[src/rtl/rr_arbiter_nbit.sv]
// Round-robin arbiter for 2**N requesters. It drives the select index and the enable
// of a downstream one-hot decoder, and it force-releases a grant after MAX_HOLD cycles.

// One lane per requester: marks requests that sit at or above the priority pointer.
module rr_arb_lane #(
    parameter int N    = 3,
    parameter int LANE = 0
) (
    input  logic         bit_req,
    input  logic [N-1:0] ptr,
    output logic         hi
);
    assign hi = bit_req && (N'(LANE) >= ptr);
endmodule

module rr_arbiter_nbit #(
    parameter int N        = 3,
    parameter int MAX_HOLD = 16
) (
    input  logic            clk,
    input  logic            reset_n,
    input  logic [2**N-1:0] req,
    input  logic            grant_release,  // current grantee is done
    output logic [N-1:0]    grant_idx,
    output logic            grant_en,
    output logic            timeout
);
    localparam int NREQ = 2**N;
    localparam int CW   = (MAX_HOLD > 0) ? $clog2(MAX_HOLD + 1) : 1;
    localparam logic [CW-1:0] HOLD_LAST = (MAX_HOLD > 0) ? CW'(MAX_HOLD - 1) : '0;
    localparam logic [CW-1:0] CNT_MAX   = '1;

    typedef enum logic {IDLE = 1'b0, GRANT = 1'b1} state_t;

    typedef struct packed {
        state_t         state;
        logic [N-1:0]   idx;
        logic           en;
        logic           tmo;
        logic [N-1:0]   ptr;
        logic [CW-1:0]  cnt;
    } arb_t;

    arb_t cur, nxt;

    logic [NREQ-1:0] hi;
    logic [N-1:0]    winner;
    logic            hold_exp;

    for (genvar i = 0; i < NREQ; i++) begin : g_lane
        rr_arb_lane #(.N(N), .LANE(i)) u_lane (
            .bit_req (req[i]),
            .ptr     (cur.ptr),
            .hi      (hi[i])
        );
    end

    function automatic logic [N-1:0] first_set(input logic [NREQ-1:0] v);
        logic [N-1:0] r;
        r = '0;
        for (int i = NREQ - 1; i >= 0; i--)
            if (v[i]) r = N'(i);
        return r;
    endfunction

    // Requests at or above ptr win first; if there are none, the scan wraps to bit 0.
    assign winner   = (|hi) ? first_set(hi) : first_set(req);
    assign hold_exp = (MAX_HOLD != 0) && (cur.cnt == HOLD_LAST);

    always_comb begin
        nxt     = cur;
        nxt.tmo = 1'b0;
        case (cur.state)
            IDLE: begin
                if (|req) begin
                    nxt.state = GRANT;
                    nxt.idx   = winner;
                    nxt.en    = 1'b1;
                    nxt.cnt   = '0;
                end
            end
            GRANT: begin
                nxt.cnt = (cur.cnt == CNT_MAX) ? cur.cnt : cur.cnt + 1'b1;
                if (grant_release || hold_exp) begin
                    nxt.state = IDLE;
                    nxt.en    = 1'b0;
                    nxt.ptr   = cur.idx + 1'b1;
                    nxt.tmo   = hold_exp && !grant_release;
                end
            end
            default: nxt = '0;
        endcase
    end

    always_ff @(posedge clk or negedge reset_n) begin
        if (!reset_n) cur <= '0;
        else          cur <= nxt;
    end

    assign grant_idx = cur.idx;
    assign grant_en  = cur.en;
    assign timeout   = cur.tmo;
endmodule

[config.mk]
export PLATFORM = sky130hd
export DESIGN_NAME = rr_arbiter_nbit
export DESIGN_NICKNAME = d
export VERILOG_FILES = /design/src/rtl/rr_arbiter_nbit.sv
export SDC_FILE = /design/constraint.sdc
export NUM_CORES = 1
export LEC_CHECK = 0
export ABC_AREA = 1
export CORE_MARGIN = 2
export CORE_UTILIZATION = 60
export DETAILED_ROUTE_END_ITERATION = 10
export DONT_BUFFER_PORTS = 1
export GPL_TIMING_DRIVEN = 0
export PLACE_DENSITY = 0.75
export SYNTH_ARGS = -nofsm -noshare
export SYNTH_HDL_FRONTEND = slang
export SYNTH_SLANG_ARGS = --single-unit
export TNS_END_PERCENT = 5
[constraint.sdc]
create_clock -name clk -period 2.1 [get_ports clk]
set_clock_uncertainty 0.1 [all_clocks]
set_input_delay 0.21 -clock clk [delete_from_list [all_inputs] [get_ports clk]]
set_output_delay 0.21 -clock clk [all_outputs]
set_load 0.02 [all_outputs]
==> results.tsv <==
stage	metric	value	unit
worst_setup_path	crit_arrival	2.02	ns
worst_setup_path	crit_type	reg -> reg	
floorplan	io_pins	16	
floorplan	num_rows	13	
yosys	synth_most_common_cell	nand2_1	
placement	dpl-instance-area	915	sq um
run	drv_cap	0	
worst_setup_path	r2r_end	cur[6]	
placement	io_buffers	0	
yosys	ys_warn_count	0	
cells_and_area	layout-drive-gt1-share	18.9	%
cells_and_area	num-nets-final	138	
detailed_routing	viasPerCell	5.53	
placement	dp.cells	131	
yosys	synth-main-ff-cell	dfrtp_1	
clock_network	tritoncts	built	
cells_and_area	fill_cells	121	
clock_network	cts_htree_levels	1	
cells_and_area	seqCellArea	350	sq um
detailed_routing	drt_pass1_iterations	4	
timing	tns	0	ns
worst_setup_path	rrSetupSlack	0.17	ns
yosys	netlist_area	896	sq um
yosys	synth-seq-area-share	39.1	%
cells_and_area	finalInstanceArea	973	sq um
detailed_routing	avgRoutedWirePerCell	12.2	um
worst_setup_path	cp.required	2.18	ns
grt	gr-total-overflow	0	
grt	grt_pass1_vias	724	
clock_network	cts_made_buffers	3	
grt	grt_antenna_before_repair	0	
timing	final_hold_viol_count	0	
timing	maxSlewHeadroom	57.9	%
yosys	synth_top_area_share	39.1	%
floorplan	core-area	0.00135	sq mm
worst_setup_path	crit_fanout	6	
placement	gp_congestion	0.842	
detailed_routing	drc	0	
yosys	async_flop_share	100	%
timing	slew_viol_final	0	
floorplan	die_y	42.6	um
grt	grt_max_degree	15	
yosys	synthesis.nets	131	
yosys	synth_edf_count	0	
placement	hpwl	1340	um
floorplan	die_w	42.6	um
power_and_ir_drop	ir_drop	0.000598	V
yosys	syn_inst	116	
cells_and_area	fin_cells	137	
worst_setup_path	worstSetupEndpoint	cur[6]	
worst_setup_path	startpoint_type	register	
hold_path	hold_path.class	in -> reg	
yosys	ys_types	27	
worst_setup_path	endpoint_kind	register	
clock_network	cts.reportedPaths.clkPinSlew	0.09	ns
grt	grtUsageTotal	22.0	%
cells_and_area	area_growth	8.66	%
yosys	ys_top_cells_by_count	nand2_1, dfrtp_1, inv_1, nor2_1, nand3_1	
worst_setup_path	r2r-start	cur[0]	
timing	fmax	517	MHz
worst_setup_path	cp-startpoint	cur[0]	
cells_and_area	antennaDiodeCount	0	
power_and_ir_drop	leakage	0.502	nW
yosys	yosys-top-cells-area	dfrtp_1, nand2_1, ha_1	
timing	finalCritPeriodShare	92.1	%
yosys	synth_top_cell_by_area	dfrtp_1	
cells_and_area	post-route-util	72.1	%
power_and_ir_drop	cellPowerDensity	1340	mW/mm^2
timing	tightest_slew	0.629	ns
floorplan	initial_core_util	66.4	%
detailed_routing	via_count	758	
detailed_routing	drt_wl_total	1680	um
worst_setup_path	ff2ff_path_depth	7	
clock_network	cts-root-buf	clkbuf_4	
clock_network	clock_sinks	14	
timing	hold_ws	0.0263	ns
status	status	finished clean	
clock_network	clock_latency	0.29	ns
cells_and_area	multi_input_area	465	sq um
yosys	ys_ff_latch	14	
detailed_routing	ant_nets	0	
detailed_routing	drt-initial-drc-count	31	
timing	rsz0062_at_grt	no	
grt	grt_pass1_wl	2980	um
clock_network	cts_buffer_depth	2	
timing	setup_violations	0	
yosys	post_synth.cell_area_avg	7.72	sq um
timing	period_needed	1.93	ns
floorplan	dieArea	0.00182	sq mm
[where the power goes]
group	leakage [nW]	internal [mW]	total (mW)	switching, mW
logic	0.308	0.243	0.591	0.348
clock network	0.0210	0.106	0.199	0.0933
registers	0.172	0.386	0.515	0.128
total	0.502	0.735	1.30	0.570
[area by class of cell]
cell class,count,area share (%)
clock buffer,4,3.73
sequential,14,36.0
inverter,16,6.17
tap,15,1.93
buffer,3,2.31
multi-input combinational,83,47.8
timing repair buffer,2,2.06
[flip-flops by register name (all words and copies together), names as in the netlist]
register / count
timeout: 1
grant_idx: 3
cur: 9
grant_en: 1
[placed cells by master (no fill, tap or decap), drive strengths merged]
cell and n:
o21ai 8, xor2 1, dfrtp 14, nand3 11
buf 3, a21oi 3, xnor2 1, o211ai 1
nand4 1, or2 1, dlygate4sd3 2, a22o 1
a31oi 1, clkbuf 4, ha 4, nor2 15
mux2 1, inv 16, o22ai 2, nand2 32
[what timing repair did]
item,4_1_cts,5_1_grt
setup buffers,0,0
setup endpoints to repair,0,1
endpoints found under the hold margin,15,0
gates resized for setup,0,1
hold buffers,2,0
[critical path, stage by stage (launching register included)]
cell	delay [ns]
dfrtp_1	0.41
ha_1	0.22
nand2_1	0.09
nor2_1	0.06
ha_1	0.18
or2_2	0.31
nand2_2	0.11
mux2_2	0.34
[worst min-delay path by stage]
stage,to,cells past startpoint,from
after floorplan,cur[0],0,reset_n
after global routing,cur[13],2,grant_release
after CTS,cur[13],2,grant_release
final,cur[13],2,grant_release
after detailed placement,cur[5],0,reset_n
after global placement,cur[5],0,reset_n
[cells by family after synthesis]
kind of cell               Yosys count  share of synthesized area, %
DFF                                 14                          39.1
xor gates and xnor gates             2                          1.96
buffers and inverters               19                          9.22
AOI/OAI and AO/OA                   16                          11.7
muxes                                1                          1.26
adders and majority gates            4                          5.59
and+or+nand+nor                     60                          31.1
[through the flow]
step                total power, mW  setup slack [ns]
floorplan                     0.987             0.224
global placement               1.07             0.127
detailed placement             1.10             0.117
CTS                            1.31             0.102
global route                   1.42            0.0267
finish                         1.30             0.165
[layer usage]
layer  part of all wire (%)  global-route usage (%)
met4                    2.7                    12.5
met3                    5.5                    3.88
met5                      0                       0
met1                     46                    27.5
met2                     46                    35.2
No activity file was read; power rests on OpenSTA's default activity.
